### src/rtl/min_sad_tracker_mv.sv
// rtl/min_sad_tracker_mv.sv - running minimum-SAD tracker for motion-vector search
//
// Purpose: consumes one candidate SAD per valid cycle, tracks the smallest value
// and its 0-based arrival index, and presents the result once NUM_CAND samples
// have been seen. The result is held until the consumer acknowledges it.
//
// Ports:
//   in_clk        clock, rising edge
//   in_rst        asynchronous active-high reset
//   in_start      single-cycle request to begin (or restart) a search
//   in_sad        candidate SAD, SAD_WIDTH bits, unsigned
//   in_sad_valid  in_sad is valid this cycle
//   in_ack        consumer has taken the result
//   out_min_sad   final minimum SAD
//   out_min_idx   arrival index of the minimum
//   out_done      result valid, held until acknowledged
//   out_busy      high while searching
//   out_overrun   sticky: a sample arrived while not searching

module min_sad_tracker_mv #(
    parameter int SAD_WIDTH = 16,
    parameter int IDX_WIDTH = 9,
    parameter int NUM_CAND  = 289,
    parameter int TIE_LAST  = 0
) (
    input  logic                 in_clk,
    input  logic                 in_rst,
    input  logic                 in_start,
    input  logic [SAD_WIDTH-1:0] in_sad,
    input  logic                 in_sad_valid,
    input  logic                 in_ack,
    output logic [SAD_WIDTH-1:0] out_min_sad,
    output logic [IDX_WIDTH-1:0] out_min_idx,
    output logic                 out_done,
    output logic                 out_busy,
    output logic                 out_overrun
);

    typedef enum logic [1:0] {
        S_IDLE   = 2'd0,
        S_SEARCH = 2'd1,
        S_DONE   = 2'd2
    } state_t;

    localparam logic [IDX_WIDTH-1:0] LAST_IDX = IDX_WIDTH'(NUM_CAND - 1);
    localparam logic [SAD_WIDTH-1:0] SAD_ONES = {SAD_WIDTH{1'b1}};

    state_t                 state_q, state_d;
    logic [SAD_WIDTH-1:0]   run_min_q, run_min_d;
    logic [IDX_WIDTH-1:0]   run_idx_q, run_idx_d;
    logic [IDX_WIDTH-1:0]   cnt_q, cnt_d;
    logic [SAD_WIDTH-1:0]   min_sad_q, min_sad_d;
    logic [IDX_WIDTH-1:0]   min_idx_q, min_idx_d;
    logic                   overrun_q, overrun_d;

    logic                   better;
    logic                   take;
    logic [SAD_WIDTH-1:0]   new_min;
    logic [IDX_WIDTH-1:0]   new_idx;

    // Candidate comparison; the first sample of a search is always taken so an
    // all-ones SAD still yields a valid index.
    always_comb begin
        better  = (TIE_LAST != 0) ? (in_sad <= run_min_q) : (in_sad < run_min_q);
        take    = (cnt_q == '0) || better;
        new_min = take ? in_sad : run_min_q;
        new_idx = take ? cnt_q  : run_idx_q;
    end

    always_comb begin
        state_d   = state_q;
        run_min_d = run_min_q;
        run_idx_d = run_idx_q;
        cnt_d     = cnt_q;
        min_sad_d = min_sad_q;
        min_idx_d = min_idx_q;
        overrun_d = overrun_q;

        if (in_start) begin
            // Start is honoured in every state: it begins a fresh search,
            // aborting one in progress or implicitly acknowledging a result.
            state_d   = S_SEARCH;
            run_min_d = SAD_ONES;
            run_idx_d = '0;
            cnt_d     = '0;
            overrun_d = 1'b0;
        end else begin
            case (state_q)
                S_IDLE: begin
                    if (in_sad_valid) overrun_d = 1'b1;
                end
                S_SEARCH: begin
                    if (in_sad_valid) begin
                        run_min_d = new_min;
                        run_idx_d = new_idx;
                        if (cnt_q == LAST_IDX) begin
                            // Last candidate: publish including this sample and
                            // hold the counter rather than wrapping it.
                            state_d   = S_DONE;
                            min_sad_d = new_min;
                            min_idx_d = new_idx;
                        end else begin
                            cnt_d = cnt_q + IDX_WIDTH'(1);
                        end
                    end
                end
                S_DONE: begin
                    if (in_sad_valid) overrun_d = 1'b1;
                    if (in_ack)       state_d   = S_IDLE;
                end
                default: state_d = S_IDLE;
            endcase
        end
    end

    always_ff @(posedge in_clk or posedge in_rst) begin
        if (in_rst) begin
            state_q   <= S_IDLE;
            run_min_q <= SAD_ONES;
            run_idx_q <= '0;
            cnt_q     <= '0;
            min_sad_q <= '0;
            min_idx_q <= '0;
            overrun_q <= 1'b0;
        end else begin
            state_q   <= state_d;
            run_min_q <= run_min_d;
            run_idx_q <= run_idx_d;
            cnt_q     <= cnt_d;
            min_sad_q <= min_sad_d;
            min_idx_q <= min_idx_d;
            overrun_q <= overrun_d;
        end
    end

    assign out_min_sad = min_sad_q;
    assign out_min_idx = min_idx_q;
    assign out_done    = (state_q == S_DONE);
    assign out_busy    = (state_q == S_SEARCH);
    assign out_overrun = overrun_q;

endmodule

### config.mk
export PLATFORM = sky130hd
export DESIGN_NAME = min_sad_tracker_mv
export DESIGN_NICKNAME = d
export VERILOG_FILES = /design/src/rtl/min_sad_tracker_mv.sv
export SDC_FILE = /design/constraint.sdc
export NUM_CORES = 1
export LEC_CHECK = 0
export CAP_MARGIN = 0
export CORE_ASPECT_RATIO = 1.25
export CORE_MARGIN = 4
export CORE_UTILIZATION = 50
export CTS_BUF_LIST = sky130_fd_sc_hd__clkbuf_4 sky130_fd_sc_hd__clkbuf_8
export CTS_CLUSTER_SIZE = 14
export DETAILED_ROUTE_END_ITERATION = 10
export GPL_ROUTABILITY_DRIVEN = 0
export PLACE_DENSITY = 0.82
export SYNTH_ARGS = -nofsm -noshare
export SYNTH_HDL_FRONTEND = slang
export SYNTH_SLANG_ARGS = --single-unit
### constraint.sdc
create_clock -name in_clk -period 3.3 [get_ports in_clk]
set_clock_uncertainty 0.05 [all_clocks]
set_input_delay 0.825 -clock in_clk [delete_from_list [all_inputs] [get_ports in_clk]]
set_output_delay 0.825 -clock in_clk [all_outputs]
set_load 0.02 [all_outputs]
==> results.md, run 1 <==
* Total Routing Usage GR at 0.211
* Maximum clock insertion buffer count at 2
* Mapped Nets at a little over 400
* Synth unique cells at 36
* Final HPWL DP at 5460 um
* Vias in the first global route at roughly 2900
* Leading register cell type out of synthesis: dfrtp_1
* Die Span X at about 82 um
* Min-delay worst type: register to register
* Worst Setup Start Kind: input port
* Relative slew slack at 0.625
* I/O pin count at 49
* Place WS at -12.9 ps
* Register area at approximately 1600 um^2
* Number of nets in the layout at 456
* Final WS setup at 259 ps
* Final Hold Viols at 0
* Number of fill cells at 547
* DR vias at between 2000 and 3000
* Clock transition at the registers of the reported paths at 70 ps
* Post-synthesis sequential area ratio at 0.461
* CP delay by family, top: buffers and inverters
* H-Tree Depth at 3
* CP max FO at 11
* Cts hold-fix bufs at 0
* FF+latch count, synth at 62
* Gate Count Post-Synth at about 370
* Final ANT Viol Nets at 0
* Post-layout util at 0.645
* TritonCTS Buffers at 9
* Share of cells above drive strength 1 at 0.132
* Clk Latency, worst-skew pair at about 330 ps
* Post-Route WL at between 7000 and 8000 um
* Final Power at between 1.5 and 2 mW
* Root buffer cell: clkbuf_8
* Post-DR wirelength/cell at ~15 um
* Mapped cell area at between 3000 and 4000 um^2
* Setup CP Type: input port to register
* Initial DRC Count at between 200 and 250
* Port Buf Inserts at between 40 and 50
* Hold wc startpoint: out_min_sad[9]$_DFFE_PP0P_
* Buf+Inv Stages, Crit Path at 2
* Data required, critical path at around 3500 ps
* Crit-path cells: clkdlybuf4s50_1, ha_1, a21oi_1, o21ai_0, nor4_2, nand3_4, a21oi_4, buf_4, mux2i_1
* Gr ovfl total at 0
* Clock sink count at 62
* Asr flop ratio synth at 1.00
* Measured slew at the worst slew-check pin at 563 ps
* Pwr/cell area at about 440 nW/um^2
* Multi-input logic area at roughly 1600 um^2
* Max cap viols at 0
* Ys Warns at 0
* Worst Setup SP: in_sad[13]
* Post-synth EDFFs at 0
* Resized cells post-CTS at 0
* Final slew viol count at 0
* Unrepaired setup endpoints after global routing: no
* Number of antenna violations at the first check in global routing at 0
* Postcts setup bufs at 0
* Initial Util at 0.516
* F_max at around 0.33 GHz
* Tmin final at around 3000 ps
* Avg Cell Area, Syn at roughly 9 um^2
* Largest stage delay, worst path at roughly 450 ps
* Final cycle utilization of the critical path at 0.921
* Vias per cell at 5.60
* # diodes at 0
* Area of the die at slightly above 8000 um^2
* Largest net degree at the start of global routing at 47
* RR Startpoint: run_min_q[13]$_DFFE_PP1P_
* Maximum VDD drop at approximately 0.28 mV
* Drt pass-1 iters at 4
* TritonCTS clock tree: yes
* Cell row count at 33
* Core Region at about 6600 um^2
* Pleak at 2.00 nW
* Arrival time of the worst setup path at 3230 ps
* Global-route wire length before repair at 13500 um
* Final Setup Violations at 0
* Die Y at approximately 100 um
* Status: finished clean
* DRC at 0
* Critical Path End Type: register
* CP max stage cell: clkdlybuf4s50_1
* Area Growth Syn to Fin at 24.9%
## through the flow
stage               cell area (um^2)  hold slack (ps)  TNS, ps  instances
floorplan                       3410              447        0        368
global placement                4010              410        0        494
global route                    4260              455        0        510
finish                          4260              425        0        510
detailed placement              4010              416    -18.9        494
CTS                             4260              430        0        510
## metal layers
layer / global-route usage / vias to the layer above / wire (um)
met2: 0.327 / 81 / 4040
met1: 0.282 / 1404 / 3390
li1: - / 1357 / -
met5: 0 / - / 0
met3: 0.0512 / 13 / 340
met4: 0.0857 / 0 / 125
## final cells by class
cell class / instances / share of cell area
tap: 87 / 0.0255
timing repair buffer: 62 / 0.142
multi-input combinational: 257 / 0.381
sequential: 62 / 0.369
inverter: 26 / 0.0229
clock inverter: 3 / 0.0211
clock buffer: 13 / 0.0390
## cells in the mapped netlist (all sizes together), types with 2 or more instances
master,n,area share
nor2b,2,0.0037
ha,17,0.062
nand2,33,0.036
nand3,45,0.070
o21ai,10,0.015
a21o,4,0.0088
or3,6,0.011
nor3,4,0.0073
o32ai,3,0.0077
mux2i,22,0.065
dfstp,16,0.12
nor4,2,0.0099
nand3b,3,0.0066
xnor2,3,0.0077
buf,14,0.027
a21oi,13,0.022
nand2b,13,0.024
clkbuf,9,0.0099
nor2,46,0.051
nand4,23,0.042
inv,26,0.029
xor2,2,0.0051
dfrtp,46,0.34
## worst reg2reg max path: stages (launching register included)
cell	delay [ps]
dfstp_2	540
inv_1	40
ha_1	290
a21oi_1	160
o21ai_0	120
nor4_2	390
nand3_4	230
a21oi_4	200
buf_4	250
mux2i_1	280
## power breakdown
group	internal [mW]	switching (mW)
Clock	0.561	0.291
Combinational	0.0946	0.140
Sequential	0.789	0.0180
Total	1.44	0.449
## cell families after synthesis
logic type | Yosys count | synth area share
compound gates | 33 | 0.0649
mux | 22 | 0.0645
simple gates | 180 | 0.269
xor+xnor | 5 | 0.0128
flops | 62 | 0.461
buf+inv | 49 | 0.0660
fa+ha+maj | 17 | 0.0623
## cell usage in the layout, fill, tap and decap left out, types with 6 or more instances in the layout
cell type / Yosys / final
a21oi_1: 12 / 12
buf_4: 0 / 12
clkbuf_8: 0 / 11
clkdlybuf4s50_1: 0 / 47
dfrtp_1: 46 / 46
dfstp_2: 16 / 16
ha_1: 17 / 17
inv_1: 26 / 25
mux2i_1: 22 / 22
nand2_1: 33 / 33
nand2b_1: 13 / 13
nand3_1: 44 / 44
nand4_1: 23 / 23
nor2_1: 46 / 46
or3_1: 6 / 6
## registers in the layout, indices dropped and copies added, names as in the netlist
name         count
out_min_sad     16
run_min_q       16
cnt_q            9
out_min_idx      9
run_idx_q        9
state_q          2
out_overrun      1
## worst paths after layout
check / end / slack [ps] / cells past startpoint
worst max-delay path: run_idx_q[1]$_DFFE_PP0P_ / 260 / 9
worst min-delay path: out_min_sad[9]$_DFFE_PP0P_ / 430 / 2
worst max register to register: run_idx_q[1]$_DFFE_PP0P_ / 660 / 9
worst min register to register: out_min_sad[9]$_DFFE_PP0P_ / 430 / 2
max in group asynchronous: run_min_q[8]$_DFFE_PP1P_ / 1830 / 3
min in group asynchronous: out_min_idx[2]$_DFFE_PP0P_ / 740 / 2
Note: power is estimated with default switching activity, not from simulation.
==> run 2, diff against run 1 <==
--- a/config.mk
+++ b/config.mk
@@ -10,7 +10,7 @@
 export CORE_MARGIN = 4
 export CORE_UTILIZATION = 50
 export CTS_BUF_LIST = sky130_fd_sc_hd__clkbuf_4 sky130_fd_sc_hd__clkbuf_8
-export CTS_CLUSTER_SIZE = 14
+export CTS_CLUSTER_SIZE = 40
 export DETAILED_ROUTE_END_ITERATION = 10
 export GPL_ROUTABILITY_DRIVEN = 0
 export PLACE_DENSITY = 0.82
==> results of run 2 <==
Final layout, timing and power as in run 1 (identical DEF).
